<file path="src/rtl/series_result_axis_packer_pkg.sv">
// Shared definitions for the series-result AXI4-Stream packer and the later stream stages.
package series_result_axis_packer_pkg;

   localparam int unsigned DATA_W_DEF = 32;

   // Sideband bit offsets above the data field of a FIFO entry {tuser, tlast, data}
   localparam int unsigned TLAST_BIT = 0;
   localparam int unsigned TUSER_BIT = 1;

   typedef enum logic {
      IDLE     = 1'b0,
      IN_FRAME = 1'b1
   } frame_state_e;

endpackage

</file>
<file path="src/rtl/series_result_axis_packer_fifo.sv">
// First-word-fall-through synchronous FIFO; the head entry is held in an output register.
module sync_fifo_fwft #(
   parameter int unsigned WIDTH      = 34,
   parameter int unsigned DEPTH_LOG2 = 4
) (
   input  logic                  clk,
   input  logic                  rst_n,
   input  logic                  wr_en,
   input  logic [WIDTH-1:0]      wr_data,
   input  logic                  rd_en,
   output logic [WIDTH-1:0]      rd_data,
   output logic                  full,
   output logic                  empty,
   output logic [DEPTH_LOG2:0]   level
);

   localparam int unsigned DEPTH = 2**DEPTH_LOG2;
   localparam logic [DEPTH_LOG2:0] PTR_ONE = {{DEPTH_LOG2{1'b0}}, 1'b1};

   logic [WIDTH-1:0]    mem [DEPTH];
   logic [DEPTH_LOG2:0] wr_ptr_q, rd_ptr_q, wr_ptr_d, rd_ptr_d;
   logic [WIDTH-1:0]    head_q, head_d;
   logic                valid_q, valid_d;
   logic                do_wr, do_rd;

   assign level   = wr_ptr_q - rd_ptr_q;
   assign full    = (wr_ptr_q[DEPTH_LOG2] != rd_ptr_q[DEPTH_LOG2]) &&
                    (wr_ptr_q[DEPTH_LOG2-1:0] == rd_ptr_q[DEPTH_LOG2-1:0]);
   assign empty   = ~valid_q;
   assign rd_data = head_q;
   assign do_rd   = rd_en & valid_q;
   // A pop frees a slot in the same cycle, so a write into a full FIFO is still taken
   assign do_wr   = wr_en & (~full | do_rd);

   // Next pointers and next head; the head bypasses memory when the write lands on the new read slot
   always_comb begin
      wr_ptr_d = do_wr ? wr_ptr_q + PTR_ONE : wr_ptr_q;
      rd_ptr_d = do_rd ? rd_ptr_q + PTR_ONE : rd_ptr_q;
      valid_d  = (wr_ptr_d != rd_ptr_d);
      head_d   = mem[rd_ptr_d[DEPTH_LOG2-1:0]];
      if (do_wr && (rd_ptr_d == wr_ptr_q)) begin
         head_d = wr_data;
      end
   end

   // Storage array write port
   always_ff @(posedge clk) begin
      if (do_wr) begin
         mem[wr_ptr_q[DEPTH_LOG2-1:0]] <= wr_data;
      end
   end

   // Pointer, head register and valid state
   always_ff @(posedge clk or negedge rst_n) begin
      if (!rst_n) begin
         wr_ptr_q <= '0;
         rd_ptr_q <= '0;
         head_q   <= '0;
         valid_q  <= 1'b0;
      end else begin
         wr_ptr_q <= wr_ptr_d;
         rd_ptr_q <= rd_ptr_d;
         head_q   <= head_d;
         valid_q  <= valid_d;
      end
   end

endmodule

</file>
<file path="src/rtl/series_result_axis_packer.sv">
// Packs free-running series-adder result strobes into a framed AXI4-Stream toward the DMA.
module series_result_axis_packer
   import series_result_axis_packer_pkg::*;
#(
   parameter int unsigned DATA_W     = DATA_W_DEF,
   parameter int unsigned DEPTH_LOG2 = 4,
   parameter int unsigned CNT_W      = 16
) (
   input  logic              clk,
   input  logic              rst_n,
   input  logic [DATA_W-1:0] res_data_i,
   input  logic              res_vld_i,
   input  logic              res_first_i,
   input  logic              res_last_i,
   output logic [DATA_W-1:0] m_axis_tdata,
   output logic              m_axis_tvalid,
   input  logic              m_axis_tready,
   output logic              m_axis_tlast,
   output logic              m_axis_tuser,
   output logic              overflow_o,
   output logic [CNT_W-1:0]  frame_words_o,
   output logic              frame_done_o
);

   localparam int unsigned ENTRY_W = DATA_W + 2;
   localparam logic [CNT_W-1:0] CNT_ONE = {{(CNT_W-1){1'b0}}, 1'b1};

   logic               push, in_tuser, pop;
   logic               fifo_wr, fifo_full, fifo_empty;
   logic [ENTRY_W-1:0] entry, head;
   logic [DEPTH_LOG2:0] fifo_level_unused;

   frame_state_e       state_q, state_d;
   logic [CNT_W-1:0]   cnt_q, cnt_d, words_q, words_d;
   logic               done_q, done_d, overflow_q;

   assign push     = res_vld_i | res_last_i;
   assign in_tuser = res_vld_i & res_first_i;
   assign pop      = m_axis_tvalid & m_axis_tready;
   assign fifo_wr  = push & (~fifo_full | pop);

   // Entry assembly {tuser, tlast, data}
   always_comb begin
      entry                       = '0;
      entry[DATA_W-1:0]           = res_data_i;
      entry[DATA_W + TLAST_BIT]   = res_last_i;
      entry[DATA_W + TUSER_BIT]   = in_tuser;
   end

   sync_fifo_fwft #(
      .WIDTH      (ENTRY_W),
      .DEPTH_LOG2 (DEPTH_LOG2)
   ) u_fifo (
      .clk     (clk),
      .rst_n   (rst_n),
      .wr_en   (fifo_wr),
      .wr_data (entry),
      .rd_en   (m_axis_tready),
      .rd_data (head),
      .full    (fifo_full),
      .empty   (fifo_empty),
      .level   (fifo_level_unused)
   );

   assign m_axis_tvalid = ~fifo_empty;
   assign m_axis_tdata  = head[DATA_W-1:0];
   assign m_axis_tlast  = head[DATA_W + TLAST_BIT];
   assign m_axis_tuser  = head[DATA_W + TUSER_BIT];
   assign overflow_o    = overflow_q;
   assign frame_words_o = words_q;
   assign frame_done_o  = done_q;

   // Frame tracking counts every push, including words dropped on overflow
   always_comb begin
      state_d = state_q;
      cnt_d   = cnt_q;
      words_d = words_q;
      done_d  = 1'b0;
      if (push) begin
         if (in_tuser || (state_q == IDLE)) begin
            cnt_d = CNT_ONE;
         end else if (cnt_q != '1) begin
            cnt_d = cnt_q + CNT_ONE;
         end
         if (res_last_i) begin
            state_d = IDLE;
            words_d = cnt_d;
            done_d  = 1'b1;
         end else begin
            state_d = IN_FRAME;
         end
      end
   end

   // Frame state, counters and sticky overflow flag
   always_ff @(posedge clk or negedge rst_n) begin
      if (!rst_n) begin
         state_q    <= IDLE;
         cnt_q      <= '0;
         words_q    <= '0;
         done_q     <= 1'b0;
         overflow_q <= 1'b0;
      end else begin
         state_q    <= state_d;
         cnt_q      <= cnt_d;
         words_q    <= words_d;
         done_q     <= done_d;
         overflow_q <= overflow_q | (push & fifo_full & ~pop);
      end
   end

endmodule

</file>
<file path="config.mk">
export PLATFORM = sky130hd
export DESIGN_NAME = series_result_axis_packer
export DESIGN_NICKNAME = d
export VERILOG_FILES = /design/src/rtl/series_result_axis_packer_pkg.sv /design/src/rtl/series_result_axis_packer_fifo.sv /design/src/rtl/series_result_axis_packer.sv
export SDC_FILE = /design/constraint.sdc
export NUM_CORES = 1
export LEC_CHECK = 0
export CAP_MARGIN = 15
export CORE_MARGIN = 2
export CORE_UTILIZATION = 50
export DETAILED_ROUTE_END_ITERATION = 7
export MAX_ROUTING_LAYER = met4
export PLACE_DENSITY = 0.64
export SLEW_MARGIN = 20
export SYNTH_ARGS = -nofsm -noshare
export SYNTH_HDL_FRONTEND = slang
export SYNTH_SLANG_ARGS = --single-unit
export TNS_END_PERCENT = 1
</file>
<file path="constraint.sdc">
create_clock -name clk -period 4.8 [get_ports clk]
set_input_delay 0.48 -clock clk [delete_from_list [all_inputs] [get_ports clk]]
set_output_delay 0.48 -clock clk [all_outputs]
set_load 0.05 [all_outputs]
</file>
Yosys cells after proc, flatten, opt, wreduce, memory -nomap -nowiden

Memory sizes are Yosys's and may differ from the RTL's.
Cells that the tools add are included.

Word-level logic and storage cells: 44
Output and inout port bits: 53
Bits in latches: 0
Flip-flop bits (word level): 80
Bits in read-only memories: 0
Bits in writable memories: 544
Input bits: 38
Memories: 1

Memories:

| name       | depth | width | rd ports | clocked after Yosys merged registers in | write ports | line                                 | source |
|---|---|---|---|---|---|---|---|
| u_fifo.mem | 16    | 34    | 1        | 0                                       | 1           | series_result_axis_packer_fifo.sv:20 | `logic [WIDTH-1:0] mem [DEPTH];` |

Equality and inequality tests: 5
Bitwise operators: 12
Multiplexer cells: 10
$add $sub $neg: 3
$lt $le $gt $ge: 0
Reductions and logical operators: 4
Div/mod/pow operators: 0
Shift operators: 0
Multiply operators: 0

Operators by type and width:

| kind                  | count |
|---|---|
| $mux 34               | 1 |
| $mux 16               | 2 |
| $add 16x1->16 const B | 1 |
| $ne 16x16->1 const B  | 1 |
| $add 5x1->5 const B   | 2 |
| $mux 5                | 2 |
| $and 1x1->1           | 6 |
| $eq 5x5->1            | 1 |
| $mux 1                | 5 |
| $ne 5x5->1            | 1 |
| $eq 4x4->1            | 1 |
| $not 1->1             | 3 |
| $or 1x1->1            | 3 |
| $logic_and 1x1->1     | 2 |
| $reduce_and 2->1      | 1 |
| $logic_or 1x1->1      | 1 |
| $ne 1x1->1            | 1 |

Depth between registers and ports, before layout

Gate-level depths: netlist of the first run.

Depth in word-level cells: 8
Mapped depth: 11

Hierarchy

Synthesis of the first run repeated with hierarchy kept, for this count alone.

Cell total of the unflattened synthesis: 1903
Area, all modules: 29393.2 sq um

Modules (own cells, without submodules):

| module                    | area an instance (sq um) | cells an instance | times used |
|---|---|---|---|
| sync_fifo_fwft            | 27391.3                  | 1693              | 1 |
| series_result_axis_packer | 2001.9                   | 210               | 1 |

Least setup slack after synthesis of the first run

Ideal clock, no wire load.

Kind: reg2reg
From: reg u_fifo.valid_q
To: mem u_fifo.mem[0][0] (enable)
Slack: 0.340 ns
Data arrival time: 3.992 ns
Cell stages (with the launch flop): 8
Required time: 4.332 ns
Path buffers: 2
Clock period less this slack: 4.460 ns
Path through: dfrtp_1 buf_4 and2_4 buf_6 nor2_1 a21oi_2 nand2_1 nor3_1

Cells in the longest elaborated chain, start to end: 6

RTL lines:

| item                           | line                                                                  | source |
|---|---|---|
| from (decl)                    | series_result_axis_packer_fifo.sv:23                                  | `logic valid_q, valid_d;` |
| from (signal assigned)         | series_result_axis_packer_fifo.sv:64                                  | `valid_q <= valid_d;` |
| $and 1x1->1 *                  | series_result_axis_packer_fifo.sv:31, series_result_axis_packer.sv:39 |  |
| $or 1x1->1 *                   | series_result_axis_packer_fifo.sv:33, series_result_axis_packer.sv:40 |  |
| $and 1x1->1                    | series_result_axis_packer.sv:40                                       | `assign fifo_wr = push & (~fifo_full \| pop);` |
| $and 1x1->1 *                  | series_result_axis_packer_fifo.sv:33                                  | `assign do_wr = wr_en & (~full \| do_rd);` |
| $mux 1 *                       | series_result_axis_packer_fifo.sv:48                                  | `if (do_wr) begin` |
| $mux 1 (implied by the code) * | series_result_axis_packer_fifo.sv:49                                  | `mem[wr_ptr_q[DEPTH_LOG2-1:0]] <= wr_data;` |
| to (decl)                      | series_result_axis_packer_fifo.sv:20                                  |  |

Mark *: on every way between the ends. The rest lies on a longest branch, timed or not.

Worst setup path in the final report of the first run

From: reg u_fifo.rd_ptr_q[1]
To: reg u_fifo.head_q[6], in the netlist u_fifo.rd_data[6]

Cells in the longest elaborated chain, start to end: 8
Elaborated cells between the ends (all ways): 12
Those cells by class: 1 x add/sub; 2 x eq/ne; 2 x mux; 4 x bitwise; 2 x reduce/logical; 1 x memory

RTL lines:

| item                                                  | line                                 | source |
|---|---|---|
| from (decl)                                           | series_result_axis_packer_fifo.sv:21 | `logic [DEPTH_LOG2:0] wr_ptr_q, rd_ptr_q, wr_ptr_d, rd_ptr_d;` |
| from (signal assigned)                                | series_result_axis_packer_fifo.sv:62 | `rd_ptr_q <= rd_ptr_d;` |
| branches (longest 7 deep; another with $mem_v2 16x34) | --                                   |  |
| $mux 34 *                                             | series_result_axis_packer_fifo.sv:41 | `if (do_wr && (rd_ptr_d == wr_ptr_q)) begin` |
| net u_fifo.head_d[6]                                  | series_result_axis_packer_fifo.sv:22 | `logic [WIDTH-1:0] head_q, head_d;` |
| to (signal assigned)                                  | series_result_axis_packer_fifo.sv:58 | `head_q <= '0;` |
| to (signal assigned)                                  | series_result_axis_packer_fifo.sv:63 | `head_q <= head_d;` |
| to (decl)                                             | series_result_axis_packer_fifo.sv:22 |  |

Mark *: on every way through the listed nets, which the timed path passes.
A chain may end at the register's enable or synchronous reset.

==> summary.md, run 1 <==
| Metric | Value |
|---|---|
| Max Fclk | 0.272 GHz |
| Post-synth top area share | a little under two thirds |
| Asr flop ratio synth | 12.8% |
| Commonest cells post-synth | edfxtp_1 (544), nand2_1 (296), a21oi_1 (90), dfrtp_1 (80), clkbuf_1 (74) |
| Wire per inst | 24.8 um |
| Total Power | 19800 uW |
| # setup viols final | 0 |
| Final Slew Violations | 0 |
| Initial Util | 50.8% |
| R2R depth | 8 |
| CP Capture Type | register |
| Area Growth Syn to Fin | 16.3% |
| Post-CTS setup buffer count | 0 |
| Worst Path Max Fanout | 26 |
| Cell row count | 82 |
| Synth area leaders | edfxtp_1 (64%), dfrtp_1 (7.8%), nand2_1 (4.3%) |
| Clock latency on the worst-skew pair | roughly 0.6 ns |
| Post-synth net total | 1818 |
| RSZ-0062 raised after global routing | no |
| Crit share post-route | 76.7% |
| Setup ws final | roughly 1.1 ns |
| Die area | 53000 um2 |
| Max Cap Viol | 0 |
| Clock sink total | 624 |
| Startpoint Class | register |
| H-tree levels | 3 |
| Tmin final | 3.68 ns |
| Critical Path Max Stage Delay | 0.95 ns |
| Remaining DRCs | 0 |
| Syn_area_per_cell | roughly 14 um2 |
| Switching Share | ~37% |
| CP Cell Sequence | buf_4 > a21bo_2 > o21a_1 > o2bb2ai_4 > buf_4 > a32oi_1 > a311oi_1 > o21ai_1 |
| Worst reg2reg startpoint | u_fifo.rd_ptr_q[1] |
| Most frequent cell after synthesis | edfxtp_1 |
| Reg clk slew, reported paths | 0.06 ns |
| Routed Wire Length | 64300 um |
| Dominant cell type by area after synthesis | edfxtp_1 |
| Worst EP required | between 5 and 6 ns |
| Most used cell, CP | buf_4 |
| Hold path start | overflow_o |
| Port bufs | 90 |
| Relative slew slack | 21.0% |
| Fillers | 3814 |
| Clock network power share | between 20% and 30% |
| Die Wd | approximately 230 um |
| Share of layout cells above drive strength 1 | 11.8% |
| P_leak | 0.00994 uW |
| Setup TNS | 0 ns |
| Post-synth EDFFs | 544 |
| Post-route cell area | 29700 um2 |
| Pin count of the biggest net entering global routing | 95 |
| Mean number of vias per cell | slightly above 6 |
| Synth unique cells | 69 |
| Tot GR Track Use | 25.1% |
| Nets | roughly 1900 |
| Root buffer cell | clkbuf_16 |
| Num CTS Buffers | 66 |
| Synth Flop Type | edfxtp_1 |
| Seq/Total Area, Yosys | 71.7% |
| Slew @ Worst Pin | 1.18 ns |
| Seq cells post-synth | around 620 |
| Sequential Power Share | 36.6% |
| Initial antenna violation count | 0 |
| P_sw | 7310 uW |
| Clock Path Buffers | 3 |
| WHS Endpoint | overflow_o |
| Arrival time worst endpoint | 4.15 ns |
| Status | finished clean |
| Number of global-route vias before repair | between 15000 and 20000 |
| R2R Setup Slk | between 1 and 1.5 ns |
| Hold path depth | 1 |
| PwrDens | 667 nW/um2 |
| Fin. Hold Viols | 0 |
| Gr ovfl total | 0 |
| FF-to-FF End | u_fifo.rd_data[6] |
| Comb pwr share | a little under two fifths |
| Number of nets with antenna violations after routing | 0 |
| Die height | 230 um |
| First-pass GRT wire length | roughly 96000 um |
| Slowest cell on the critical path | o2bb2ai_4 |
| Post-Syn Instances | 1774 |
| DRT iter0 DRCs | 1770 |
| Yosys warning count | 0 |
| First-pass DRT Iterations | 5 |
| CORE AREA | slightly above 50000 um2 |
| Hpwl dp | 35400 um |
| DP Worst Slack | 1.14 ns |
| CTS tree | done |
| Via count | 16000 |
| Area of the mapped netlist | about 26000 um2 |
| Path type of the worst setup path | reg -> reg |
| Worst vdd ir | between 0.4 and 0.5 mV |
| IO Count | approximately 90 |
| Placed cell areas | 27500 um2 |
| Clk_skew | around 0.018 ns |
| Cell Int Power | around 13000 uW |
| Worst Hold Class | reg -> reg |
| Placer Congestion | ~0.86 |
==> worst max-delay path: cells and delay by family (launching register included) <==
kind / cells / cell delay (ns)
AO/OA/AOI/OAI: 6 / 1.94
buffers and inverters: 2 / 0.83
flip-flops: 1 / 0.76
==> repair_timing <==
item | in CTS | in global routing
resized for setup | 0 | 0
hold buffers | 1 | 0
endpoints found under the hold margin | 3 | 0
setup endpoints to repair | 0 | 0
==> power groups by stage <==
stage,registers (uW),clock network (uW),logic (uW)
4_1_cts,7250,5300,7410
3_5_place_dp,7350,0,7380
3_3_place_gp,7340,0,7270
6_report,7260,5210,7380
2_1_floorplan,7740,0,4440
5_1_grt,7330,5500,7920
==> kinds of logic (layout without fill, tap and decap cells) <==
family	after synthesis	in the layout	synth area share (%)
other cells	0	1	0
fa+ha+maj	6	6	0.294
simple gates	454	454	7.68
compound gates	428	428	11.6
mux	82	82	4.77
buf+inv	152	296	2.83
flops	624	624	71.7
xor+xnor	28	28	1.17
==> per-layer routing <==
layer / wire (um) / vias up / global-route usage [%]
met5: 0 / - / -
met4: 1890 / 0 / 9.31
met3: 4220 / 142 / 3.70
met2: 31000 / 649 / 39.0
met1: 27200 / 8106 / 33.9
li1: - / 7107 / -
==> placed cells by master, fill, tap and decap left out, types with 33 or more instances in the layout <==
master	instances
nand2_1	296
a221oi_1	33
buf_4	47
a21oi_1	90
a211oi_1	37
edfxtp_1	544
nand3_1	51
clkdlybuf4s50_1	89
a31oi_1	67
a32oi_1	34
clkbuf_16	70
mux2i_1	49
dfrtp_1	78
==> through the flow <==
step                      util [%]  hold slack (ns)  std cells
after global routing          59.0            0.527       2590
after CTS                     59.0            0.520       2590
after floorplan                  -            0.184       1774
after global placement        54.6            0.495       2469
final                         59.1            0.513       2591
after detailed placement      54.6            0.504       2469
==> worst max path at each step <==
stage                                  start            endpoint  slack, ns  cells past startpoint
after floorplan               u_fifo.valid_q    u_fifo.mem[0][0]       0.34                      7
after global placement    u_fifo.rd_ptr_q[1]   u_fifo.rd_data[9]       1.16                      8
after detailed placement       m_axis_tready  u_fifo.rd_data[30]       1.14                      9
after CTS                 u_fifo.rd_ptr_q[1]  u_fifo.rd_data[32]       1.14                      9
after global routing      u_fifo.rd_ptr_q[1]   u_fifo.rd_data[2]       1.01                      8
final                     u_fifo.rd_ptr_q[1]   u_fifo.rd_data[6]       1.12                      8
==> cell type report <==
type	instances	area (um2)	area share, %
antenna	1	2.50	0.00841
clock inverter	23	299	1.01
inverter	25	95.1	0.320
timing repair buffer	151	1530	5.16
clock buffer	97	1930	6.50
sequential	624	18300	61.7
tap	672	841	2.83
multi-input combinational	998	6700	22.5
==> flip-flops by register name, indices dropped and copies added (netlist names), 5 cells and up <==
signal,flops
u_fifo.mem,544
frame_words_o,16
u_fifo.wr_ptr_q,5
u_fifo.rd_ptr_q,5
cnt_q,16
u_fifo.rd_data,34
Note: power is estimated with default switching activity, not from simulation.
==> run 2: changes to the inputs <==
--- a/config.mk
+++ b/config.mk
@@ -10,7 +10,7 @@
 export CORE_UTILIZATION = 50
 export DETAILED_ROUTE_END_ITERATION = 7
 export MAX_ROUTING_LAYER = met4
-export PLACE_DENSITY = 0.64
+export PLACE_DENSITY = 0.67
 export SLEW_MARGIN = 20
 export SYNTH_ARGS = -nofsm -noshare
 export SYNTH_HDL_FRONTEND = slang
==> constraint.sdc (replaced) <==
create_clock -name clk -period 3.1 [get_ports clk]
set_input_delay 0.31 -clock clk [delete_from_list [all_inputs] [get_ports clk]]
set_output_delay 0.31 -clock clk [all_outputs]
set_load 0.05 [all_outputs]
==> run 2 against run 1 <==
First-iteration DRC count increased by 1.9%. Power grew 61%. Highest routed layer unchanged. Critical path type unchanged. Register-to-register slack got worse by 1.1 ns. Critical endpoint is now u_fifo.rd_data[23]. Global-route usage up 0.65 points. Combinational power up 75%. Clock-buffer cell count decreased by 1.
==> summary.md, run 2 (synthesized netlist as in run 1, its figures left out) <==
| Metric | Value |
|---|---|
| Hold Slack | just under 0.4 ns |
| DRT iter0 DRCs | 1804 |
| Num CTS Buffers | 66 |
| Die area | 53000 um2 |
| Busiest grt layer | met2 |
| Commonest non-fill, non-tap cell in the layout | edfxtp_1 |
| PwrDens | roughly 1000 nW/um2 |
| Worst reg2reg startpoint | u_fifo.rd_ptr_q[0] |
| Commonest cells after routing, fill and taps aside | edfxtp_1 (544), nand2_1 (296), buf_4 (102) |
| Number of nets with antenna violations after routing | 0 |
| Slew @ Worst Pin | approximately 1.2 ns |
| CTS tree | done |
| Max Cap Viol | 0 |
| H-tree levels | 3 |
| Clock Path Buffers | 3 |
| Post-CTS setup buffer count | 0 |
| Crit. Startpoint | u_fifo.rd_ptr_q[0] |
| Met2 global-route usage | between 40% and 50% |
| Startpoint Class | register |
| Share of layout cells above drive strength 1 | 15.0% |
| Clock latency on the worst-skew pair | 0.60 ns |
| Wire per inst | 24.8 um |
| Die height | 230 um |
| First-pass DRT Iterations | 6 |
| Initial antenna violation count | 0 |
| Reg clk slew, reported paths | 0.06 ns |
| Hpwl dp | approximately 40000 um |
| Total Power | 31900 uW |
| Worst vdd ir | 0.796 mV |
| Placer Congestion | ~0.86 |
| Via count | 16500 |
| Fin. Hold Viols | 0 |
| Port bufs | 90 |
| Gr ovfl total | 0 |
| Mean number of vias per cell | 6.19 |
| RSZ-0062 raised after global routing | no |
| IO Count | 91 |
| Diode count | 0 |
| Tot GR Track Use | 25.8% |
| CP Capture Type | register |
| Routed Wire Length | 66000 um |
| Number of global-route vias before repair | 16200 |
| Root buffer cell | clkbuf_16 |
| Nets | 1989 |
| First-pass GRT wire length | between 90000 and 100000 um |
| Crit share post-route | 99.7% |
| Worst Hold Class | in -> async |
| Met3 GRT Util | 3.86% |
| Area Growth Syn to Fin | 19.6% |
| Clk_skew | 0.0232 ns |
| FF-to-FF End | u_fifo.rd_data[23] |
| Relative slew slack | 20.1% |
| Tmin final | 3.09 ns |
| Max Fclk | approximately 0.32 GHz |
| Worst EP required | 3.59 ns |
| R2R Setup Slk | 0.01 ns |
| GRT met1 Usage | 34.4% |
| Setup TNS | 0 ns |
| Remaining DRCs | 0 |
| Fillers | 3697 |
| Max reg flops | ~540 |
| Pin count of the biggest net entering global routing | between 70 and 80 |
| Status | finished clean |
| CP Capture Point | u_fifo.rd_data[23] |
| Clock sink total | 624 |
| Worst Path Max Fanout | 78 |
| Path type of the worst setup path | reg -> reg |
| R2R depth | 9 |
| Cell row count | 82 |
| Initial Util | 50.8% |
| # setup viols final | 0 |
| Die Wd | 230 um |
| P_leak | roughly 0.010 uW |
| Final Slew Violations | 0 |
| CORE AREA | 50400 um2 |
| Arrival time worst endpoint | about 3.6 ns |
## run 2: metal layers
layer / wire length (um) / vias up / share of wire, %
li1: - / 7276 / -
met1: 27100 / 8362 / 41
met2: 32200 / 749 / 49
met3: 5040 / 127 / 7.6
met4: 1730 / 0 / 2.6
met5: 0 / - / 0
## run 2: timing repair
item	4_1_cts	5_1_grt
setup endpoints to repair	0	1
hold buffers	1	0
resized for setup	0	1
endpoints found under the hold margin	56	0
## run 2: how the worst min path moves through the flow
stage | startpoint | endpoint | slack [ns]
floorplan | rst_n | cnt_q[0] | 0.01
global placement | frame_words_o[12] | frame_words_o[12] | 0.49
detailed placement | frame_words_o[0] | frame_words_o[0] | 0.49
CTS | res_first_i | u_fifo.rd_data[33] | 0.41
global route | res_first_i | u_fifo.rd_data[33] | 0.43
finish | rst_n | frame_words_o[9] | 0.39
## run 2: layout make-up
type | instances | area (um2) | share of cell area, %
clock inverters | 23 | 273 | 0.892
clock buffers | 96 | 1890 | 6.18
well taps | 672 | 841 | 2.75
repair buffers | 230 | 2430 | 7.93
flip-flops and latches | 624 | 18300 | 59.9
inverters | 25 | 95.1 | 0.311
multi-input cells | 998 | 6730 | 22.0
## run 2: through the flow
step	cell area [um2]	utilization, %	cells	setup slack [ns]
floorplan	25600	-	1774	-0.452
global placement	28400	56.4	2548	-0.301
detailed placement	28400	56.4	2548	-0.244
CTS	30600	60.7	2668	0.133
global route	30600	60.7	2668	0.0114
finish	30600	60.7	2668	0.0100
## run 2: where the power goes
group	internal, uW	switching [uW]
Combinational	4850	8090
Clock	4740	3170
Sequential	10600	486
Total	20200	11700
## run 2: worst max-delay path, cell delays in order, from the launching register on
cell and delay [ns]:
dfrtp_2 0.53, ha_2 0.35, nand3_1 0.16, and2_4 0.21
buf_12 0.31, a211oi_1 0.11, a2111oi_0 0.81, buf_4 0.23
a311oi_1 0.04, o21ai_1 0.20
